**src/rtl/seq_divider_if.sv**
```systemverilog
// Handshake and operand/result bundle for seq_divider.
// master drives requests and reads results; slave is the divider side.
interface seq_divider_if #(
    parameter int unsigned WIDTH = 8
);
    logic             start;
    logic [WIDTH-1:0] dividend;
    logic [WIDTH-1:0] divisor;
    logic [WIDTH-1:0] quotient;
    logic [WIDTH-1:0] remainder;
    logic             busy;
    logic             done;
    logic             div_by_zero;

    modport master (
        output start, dividend, divisor,
        input  quotient, remainder, busy, done, div_by_zero
    );

    modport slave (
        input  start, dividend, divisor,
        output quotient, remainder, busy, done, div_by_zero
    );
endinterface

```
**src/rtl/seq_divider.sv**
```systemverilog
// Multi-cycle restoring divider, one quotient bit per clock, WIDTH+1 cycle latency.
// Define SIGNED_DIV_EN for two's-complement operands (truncating division).
module seq_divider #(
    parameter int unsigned WIDTH = 8
) (
    input  logic         clk,
    input  logic         rst_n,
    seq_divider_if.slave bus
);
    localparam int unsigned CNT_W = (WIDTH > 2) ? $clog2(WIDTH) : 1;

    typedef enum logic [1:0] {IDLE, CALC, FIX} state_t;

    state_t           state_q, state_d;
    logic [WIDTH-1:0] dvd_q, dvd_d;
    logic [WIDTH-1:0] rem_q, rem_d;
    logic [WIDTH-1:0] dsr_q, dsr_d;
    logic [CNT_W-1:0] cnt_q, cnt_d;
    logic             dz_q, dz_d;
    logic [WIDTH-1:0] quo_q, quo_d;
    logic [WIDTH-1:0] rmd_q, rmd_d;
    logic             busy_q, busy_d;
    logic             done_q, done_d;
    logic             dzo_q, dzo_d;
    logic [WIDTH:0]   shifted, trial;
    logic [WIDTH-1:0] a_mag, b_mag;

`ifdef SIGNED_DIV_EN
    logic neg_quo_q, neg_quo_d;
    logic neg_rem_q, neg_rem_d;

    always_comb begin
        a_mag = bus.dividend[WIDTH-1] ? (~bus.dividend + WIDTH'(1)) : bus.dividend;
        b_mag = bus.divisor[WIDTH-1]  ? (~bus.divisor  + WIDTH'(1)) : bus.divisor;
    end
`else
    always_comb begin
        a_mag = bus.dividend;
        b_mag = bus.divisor;
    end
`endif

    // Next-state, datapath and output logic
    always_comb begin
        state_d = state_q;
        dvd_d   = dvd_q;
        rem_d   = rem_q;
        dsr_d   = dsr_q;
        cnt_d   = cnt_q;
        dz_d    = dz_q;
        quo_d   = quo_q;
        rmd_d   = rmd_q;
        busy_d  = busy_q;
        done_d  = 1'b0;
        dzo_d   = dzo_q;
`ifdef SIGNED_DIV_EN
        neg_quo_d = neg_quo_q;
        neg_rem_d = neg_rem_q;
`endif
        shifted = {rem_q, dvd_q[WIDTH-1]};
        trial   = shifted - {1'b0, dsr_q};

        case (state_q)
            IDLE: begin
                if (bus.start) begin
                    busy_d = 1'b1;
                    cnt_d  = '0;
                    rem_d  = '0;
                    dsr_d  = b_mag;
                    dz_d   = (bus.divisor == '0);
`ifdef SIGNED_DIV_EN
                    neg_quo_d = bus.dividend[WIDTH-1] ^ bus.divisor[WIDTH-1];
                    neg_rem_d = bus.dividend[WIDTH-1];
`endif
                    if (bus.divisor == '0) begin
                        // Raw dividend is kept so it can be returned as the remainder
                        dvd_d   = bus.dividend;
                        state_d = FIX;
                    end else begin
                        dvd_d   = a_mag;
                        state_d = CALC;
                    end
                end
            end
            CALC: begin
                // trial[WIDTH] set means the subtraction went negative: restore
                if (trial[WIDTH]) begin
                    rem_d = shifted[WIDTH-1:0];
                end else begin
                    rem_d = trial[WIDTH-1:0];
                end
                dvd_d = {dvd_q[WIDTH-2:0], ~trial[WIDTH]};
                cnt_d = cnt_q + CNT_W'(1);
                if (cnt_q == CNT_W'(WIDTH - 1)) begin
                    state_d = FIX;
                end
            end
            FIX: begin
                done_d  = 1'b1;
                busy_d  = 1'b0;
                dzo_d   = dz_q;
                state_d = IDLE;
                if (dz_q) begin
                    quo_d = '1;
                    rmd_d = dvd_q;
                end else begin
`ifdef SIGNED_DIV_EN
                    quo_d = neg_quo_q ? (~dvd_q + WIDTH'(1)) : dvd_q;
                    rmd_d = neg_rem_q ? (~rem_q + WIDTH'(1)) : rem_q;
`else
                    quo_d = dvd_q;
                    rmd_d = rem_q;
`endif
                end
            end
            default: state_d = IDLE;
        endcase
    end

    // State and register bank
    always_ff @(posedge clk or negedge rst_n) begin
        if (!rst_n) begin
            state_q <= IDLE;
            dvd_q   <= '0;
            rem_q   <= '0;
            dsr_q   <= '0;
            cnt_q   <= '0;
            dz_q    <= 1'b0;
            quo_q   <= '0;
            rmd_q   <= '0;
            busy_q  <= 1'b0;
            done_q  <= 1'b0;
            dzo_q   <= 1'b0;
`ifdef SIGNED_DIV_EN
            neg_quo_q <= 1'b0;
            neg_rem_q <= 1'b0;
`endif
        end else begin
            state_q <= state_d;
            dvd_q   <= dvd_d;
            rem_q   <= rem_d;
            dsr_q   <= dsr_d;
            cnt_q   <= cnt_d;
            dz_q    <= dz_d;
            quo_q   <= quo_d;
            rmd_q   <= rmd_d;
            busy_q  <= busy_d;
            done_q  <= done_d;
            dzo_q   <= dzo_d;
`ifdef SIGNED_DIV_EN
            neg_quo_q <= neg_quo_d;
            neg_rem_q <= neg_rem_d;
`endif
        end
    end

    assign bus.quotient    = quo_q;
    assign bus.remainder   = rmd_q;
    assign bus.busy        = busy_q;
    assign bus.done        = done_q;
    assign bus.div_by_zero = dzo_q;

endmodule
```
**src/flat_wrapper.sv**
```systemverilog
// flat-port wrapper written by rule: the top's interface ports become plain ports
module seq_divider_flat 
#(
    parameter int unsigned WIDTH = 8
)
  (clk, rst_n, bus_start, bus_dividend, bus_divisor, bus_quotient, bus_remainder, bus_busy, bus_done, bus_div_by_zero);
  seq_divider_if #(.WIDTH(WIDTH)) bus_i ();
  input  logic clk;
  input  logic rst_n;
  input wire logic [$bits(bus_i.start)-1:0] bus_start;
  input wire logic [$bits(bus_i.dividend)-1:0] bus_dividend;
  input wire logic [$bits(bus_i.divisor)-1:0] bus_divisor;
  output wire logic [$bits(bus_i.quotient)-1:0] bus_quotient;
  output wire logic [$bits(bus_i.remainder)-1:0] bus_remainder;
  output wire logic [$bits(bus_i.busy)-1:0] bus_busy;
  output wire logic [$bits(bus_i.done)-1:0] bus_done;
  output wire logic [$bits(bus_i.div_by_zero)-1:0] bus_div_by_zero;
  assign bus_i.start = bus_start;
  assign bus_i.dividend = bus_dividend;
  assign bus_i.divisor = bus_divisor;
  assign bus_quotient = bus_i.quotient;
  assign bus_remainder = bus_i.remainder;
  assign bus_busy = bus_i.busy;
  assign bus_done = bus_i.done;
  assign bus_div_by_zero = bus_i.div_by_zero;
  seq_divider #(.WIDTH(WIDTH)) u_core (.clk(clk), .rst_n(rst_n), .bus(bus_i));
endmodule
```
**config.mk**
```make
export PLATFORM = sky130hd
export DESIGN_NAME = seq_divider_flat
export DESIGN_NICKNAME = d
export VERILOG_FILES = /design/src/rtl/seq_divider_if.sv /design/src/rtl/seq_divider.sv /design/src/flat_wrapper.sv
export SDC_FILE = /design/constraint.sdc
export NUM_CORES = 1
export LEC_CHECK = 0
export ABC_AREA = 1
export CAP_MARGIN = 20
export CELL_PAD_IN_SITES_DETAIL_PLACEMENT = 0
export CELL_PAD_IN_SITES_GLOBAL_PLACEMENT = 1
export CORE_MARGIN = 2
export CORE_UTILIZATION = 40
export DETAILED_ROUTE_END_ITERATION = 10
export MAX_ROUTING_LAYER = met4
export PLACE_DENSITY_LB_ADDON = 0.1
export SLEW_MARGIN = 20
export SYNTH_ARGS = -nofsm -noshare
export SYNTH_HDL_FRONTEND = slang
export SYNTH_SLANG_ARGS = --single-unit
```
**constraint.sdc**
```tcl
create_clock -name clk -period 2 [get_ports clk]
set_input_delay 0.3 -clock clk [delete_from_list [all_inputs] [get_ports clk]]
set_output_delay 0.3 -clock clk [all_outputs]
set_load 0.02 [all_outputs]
```
; Word-level counts from Yosys, hierarchy flattened
; Cells that the tools add are included.
[word_totals]
out_inout_bits = 19
regBits = 49
[classes]
n_bitwise = 1
n_eq_ne = 5
mux = 16
addsub = 2
n_reduce_logical = 8
[op_table]
columns = op, count
row1 = $mux 8, 5
row2 = $pmux 8 s2, 2
row3 = $sub 9x8->9, 1
row4 = $logic_not 8->1, 1
row5 = $reduce_and 2->1, 4
row6 = $mux 2, 3
row7 = $pmux 3 s2, 1
row8 = $pmux 2 s2, 1
row9 = $reduce_bool 2->1, 2
row10 = $add 3x1->3 const B, 1
row11 = $eq 3x3->1 const B, 1
row12 = $mux 3, 1
row13 = $eq 2x1->1 const B, 1
row14 = $eq 2x2->1 const B, 1
row15 = $logic_not 2->1, 1
row16 = $mux 1, 2
row17 = $ne 2x1->1 const B, 1
row18 = $ne 2x2->1 const B, 1
row19 = $pmux 1 s2, 1
row20 = $not 1->1, 1

; Depth between registers and ports, before layout
[depth]
word_depth = 4
mapped_depth = 14
mapped_depth_nobuf = 14

; Least setup slack after synthesis
; OpenSTA, ideal clock, no wires.
[synth_path]
kind = reg2reg
start = reg u_core.dvd_q[7]
end = reg u_core.rem_q[5]
t_arrival_ns = 1.733
t_required_ns = 1.884
slack_ns = 0.151
synth_period_minus_slack_ns = 1.849
stages_incl_launch_ff = 15
n_path_buf = 0
setup_ns = 0.116
cell_sequence = dfrtp_1 inv_1 ha_1 inv_1 fa_1 nand2_1 nand2_1 nand3_2 nand2_2 nand2_4 nand2_8 nand2_2 nand2_1 nand2_1 nand2_1
[synth_between]
elab_chain_len = 3
[synth_rtl]
columns = item, line
row1 = "start, declared", seq_divider.sv:15  ; logic [WIDTH-1:0] dvd_q, dvd_d;
row2 = "start signal, assigned", seq_divider.sv:140  ; dvd_q <= dvd_d;
row3 = $sub 9x8->9, seq_divider.sv:61  ; trial = shifted - {1'b0, dsr_q};
row4 = $mux 8, seq_divider.sv:87  ; if (trial[WIDTH]) begin
row5 = $pmux 8 s2, seq_divider.sv:63  ; case (state_q)
row6 = "end signal, assigned", seq_divider.sv:141  ; rem_q <= rem_d;
row7 = "end, declared", seq_divider.sv:16  ; logic [WIDTH-1:0] rem_q, rem_d;
; No other way between the ends.
; A chain may end at the register's enable or synchronous reset.

; Final worst setup path
; Ends and elaborated chain as after synthesis.

==> summary.txt <==
Place
  – Port Buf Inserts: 37
  – Post-detailed-placement cell area: about 3100 µm²
  – Setup slack after placement: 0.0499 ns
  – Final RePlAce weighted congestion: 0.831
  – Half-perimeter wire length after detailed placement: around 4.5 mm

STA
  – Worst clock skew on the final layout: 0.0109 ns
  – Tmin final: about 1.9 ns
  – Worst-margin pin slew: 0.644 ns
  – Hold violation total from the final report: 0
  – PnR worst setup slack: between 0.1 and 0.15 ns
  – Fmax achieved: 536 MHz
  – Pins Over Slew Limit: 0
  – Portion of the clock cycle consumed by the worst path in the final layout: 0.933
  – Max-slew headroom at the worst pin: 0.571
  – Final setup vio count: 0
  – Setup repair after global routing missed its margin: false
  – Final Hold Slack: 0.0892 ns
  – Sum of negative setup slack: 0 ns

Floorplan
  – Effective utilization at floorplan: 0.409
  – DIE AREA: about 7100 µm²
  – CORE AREA: 6310 µm²
  – Num ports: 38
  – Height of the die: around 84 µm
  – Standard-cell rows: 29
  – Width of the die: roughly 84 µm

Setup path
  – RR Endpoint: u_core.rem_q[5]$_DFFE_PN0P_
  – CP most frequent cell: sky130_fd_sc_hd__nand2_1
  – CP Capture Type: flop
  – Worst endpoint required time: 2.21 ns
  – Start point of the critical path: u_core.dvd_q[7]$_DFFE_PN0P_
  – R2R depth: 14
  – Slowest stage delay, CP: 0.40 ns
  – Class of the most critical setup path: flop to flop
  – CP arrival: between 2 and 2.5 ns
  – Worst-path cell chain: inv_2 -> ha_1 -> inv_1 -> fa_2 -> nand2_1 -> nand2_2 -> nand3_4 -> nand2_2 -> nand2_4 -> nand2_8 -> nand2_2 -> nand2_1 -> nand2_1 -> nand2_1
  – Startpoint type of the worst setup path: flop
  – Reg-to-reg slack, setup: 0.13 ns
  – Startpoint of the lowest-slack register-to-register path: u_core.dvd_q[7]$_DFFE_PN0P_
  – Crit path max fanout: 9
  – Cell at the slowest stage of the critical path: sky130_fd_sc_hd__dfrtp_1

Synthesis
  – Largest cells by area after synthesis: sky130_fd_sc_hd__dfrtp_1 47%, sky130_fd_sc_hd__nand2_1 11%, sky130_fd_sc_hd__inv_1 6.5%, sky130_fd_sc_hd__o21ai_0 6.2%, sky130_fd_sc_hd__ha_1 4.8%
  – Number of storage elements in the synthesis netlist: 49
  – Yosys cell types: 30
  – Cell area after technology mapping: approximately 2600 µm²
  – Number of warnings printed during yosys synthesis: 0
  – Part of the Yosys area used for sequential elements: 0.475
  – Post-Syn Nets: 351
  – Cells after synthesis: ~320
  – Average instance area after synthesis: 8.05 µm²
  – Top-area cell type share of the netlist area: 0.475
  – Cell taking the most area after synthesis: sky130_fd_sc_hd__dfrtp_1

CTS
  – Clock root buffer master: sky130_fd_sc_hd__clkbuf_8
  – Maximum buffer depth of the clock tree: 2
  – Hold-fix buffers, CTS: 0
  – Level count of the clock H-tree: 2
  – Number of sinks on the clock net: 49
  – Post-CTS Setup Bufs: 0
  – CTS tree: yes
  – # resized after CTS: 0
  – CTS clock-pin slew for the worst setup and hold paths: 0.10 ns
  – TritonCTS Buffers: 5
  – Clock latency of the later-clocked register in the worst-skew pair: 0.30 ns

Route
  – Post-detailed-routing wire length: slightly above 6 mm
  – DR vias/cell: 4.86
  – Antenna violation net count after detailed routing: 0
  – DRC violations left: 0
  – Pre-Repair DR Iteration Count: 4
  – Routed length per instance: ~14 µm
  – Routed via count: about 2200
  – Count of routing violations after the opening detailed-route iteration: 120

Run status
  – Result of the run: finished, final reports clean

GRT
  – Global Route Usage Sum: 0.185
  – Via count of the first global-routing pass: 2104
  – Maximum number of pins on one net before global-route repair: 50
  – Antenna violations before repair: 0
  – GRT Residual Overflow: 0
  – Global-route wire length before repair: a little over 10 mm

Pwr
  – P_leak: between 1.5 and 2 nW
  – Switching power: 0.00272 W
  – Switching part of the total power: 0.465
  – Portion of total power attributed to sequential cells: 0.304
  – Total power density per cell area: ~1800 nW/µm²
  – Clock network fraction of design power: 0.126
  – Worst VDD drop: just over 0.0007 V
  – Internal Power: roughly 0.0031 W
  – Fraction of power consumed by combinational cells: 0.570

Layout
  – Area added between synthesis and finish: 23.7%
  – Area of the multi-input gates: 1160 µm²
  – ANT cells: 0
  – Number of nets in the layout: 395
  – Area taken by flip-flops and latches: approximately 1200 µm²
  – Util after Layout: 0.506
  – Post-route cell area: approximately 3200 µm²
  – Fillers: 647
  – Fraction of layout cells with a size suffix above 1: 0.0929

Flow run
  – Max_cap viols: 0

Hold path
  – Min-Delay Path Class: input port to asynchronous set/reset pin
-- worst max-delay path by stage --
stage               cells after the start  slack (ns)                           to
floorplan                              14        0.15  u_core.rem_q[5]$_DFFE_PN0P_
finish                                 14        0.13  u_core.rem_q[5]$_DFFE_PN0P_
CTS                                    12        0.05  u_core.rem_q[7]$_DFFE_PN0P_
detailed placement                     14        0.05  u_core.rem_q[5]$_DFFE_PN0P_
global placement                       12        0.09  u_core.dvd_q[0]$_DFFE_PN0P_
global route                           13       0.003  u_core.rem_q[6]$_DFFE_PN0P_
-- cell families (layout without fill, tap and decap cells) --
logic type                 count (synthesis)  count (layout)  share of synthesized area
AOI/OAI and AO/OA                         56              56                      0.120
xor gates and xnor gates                   3               3                     0.0102
adders and majority gates                 11              11                     0.0562
buffers and inverters                     57             100                     0.0862
DFF                                       49              49                      0.475
and+or+nand+nor                          145             147                      0.253
-- power groups by stage --
stage               Sequential (W)  Combinational [W]  Clock (W)
floorplan                  0.00188            0.00215          0
global route               0.00185            0.00377   0.000789
finish                     0.00178            0.00333   0.000737
global placement           0.00179            0.00325          0
detailed placement         0.00180            0.00328          0
CTS                        0.00178            0.00330   0.000754
-- final cells by class --
cell class                      count  share of cell area
Multi-Input combinational cell    217               0.364
Tap cell                           77              0.0301
Timing Repair Buffer               44               0.131
Inverter                           48              0.0564
Clock inverter                      3              0.0137
Clock buffer                        5              0.0215
Sequential cell                    49               0.384
-- worst max-delay path: cells and delay by family, from the launching register on --
kind | cells | cell delay [ns]
buf+inv | 2 | 0.12
fa+ha+maj | 2 | 0.48
flops | 1 | 0.40
simple gates | 10 | 0.76
-- registers in the layout, summed over array words and instances (netlist names) --
signal                  cells
u_core.bus.busy             1
u_core.bus.div_by_zero      1
u_core.bus.done             1
u_core.bus.quotient         8
u_core.bus.remainder        8
u_core.cnt_q                3
u_core.dsr_q                8
u_core.dvd_q                8
u_core.dz_q                 1
u_core.rem_q                8
u_core.state_q              2
-- synth_stat cells --
cell and number:
sky130_fd_sc_hd__nand2_1 78, sky130_fd_sc_hd__dfrtp_1 49, sky130_fd_sc_hd__inv_1 45, sky130_fd_sc_hd__nor2_1 32
sky130_fd_sc_hd__o21ai_0 32, sky130_fd_sc_hd__nand3_1 15, sky130_fd_sc_hd__a21oi_1 11, sky130_fd_sc_hd__ha_1 10
sky130_fd_sc_hd__o22ai_1 8, sky130_fd_sc_hd__nand3b_1 6, sky130_fd_sc_hd__buf_2 4, sky130_fd_sc_hd__clkbuf_1 4
sky130_fd_sc_hd__nand2_2 3, sky130_fd_sc_hd__nor2_2 3, sky130_fd_sc_hd__a22o_1 2, sky130_fd_sc_hd__clkinv_1 2
sky130_fd_sc_hd__nand4_1 2, sky130_fd_sc_hd__o21ai_1 2, sky130_fd_sc_hd__xor2_1 2, sky130_fd_sc_hd__a21oi_4 1
sky130_fd_sc_hd__buf_4 1, sky130_fd_sc_hd__fa_1 1, sky130_fd_sc_hd__inv_2 1, sky130_fd_sc_hd__nand2_4 1
sky130_fd_sc_hd__nand2_8 1, sky130_fd_sc_hd__nand3_2 1, sky130_fd_sc_hd__nand3_4 1, sky130_fd_sc_hd__nor3_1 1
sky130_fd_sc_hd__or2_2 1, sky130_fd_sc_hd__xnor2_1 1
-- routing by layer --
metal  track usage  vias to the layer above  wire length (µm)
met5             -                        -                 0
met4        0.0433                        0                44
met3        0.0324                        2               162
met2         0.292                       35              2840
met1         0.250                     1001              3140
li1              -                     1113                 -
-- placed cells by master (no fill, tap or decap), types with 8 or more instances in the layout --
cell type,Yosys,final
sky130_fd_sc_hd__nand2_1,78,77
sky130_fd_sc_hd__dfrtp_1,49,49
sky130_fd_sc_hd__inv_1,45,44
sky130_fd_sc_hd__clkdlybuf4s50_1,0,36
sky130_fd_sc_hd__nor2_1,32,32
sky130_fd_sc_hd__o21ai_0,32,32
sky130_fd_sc_hd__nand3_1,15,15
sky130_fd_sc_hd__a21oi_1,11,11
sky130_fd_sc_hd__ha_1,10,10
sky130_fd_sc_hd__o22ai_1,8,8
-- through the flow --
stage | cells | power [W]
6_report | 443 | 0.00585
5_1_grt | 443 | 0.00641
4_1_cts | 441 | 0.00583
3_5_place_dp | 433 | 0.00508
3_3_place_gp | 433 | 0.00504
2_1_floorplan | 321 | 0.00403
Power figures use the tool's default switching activity.
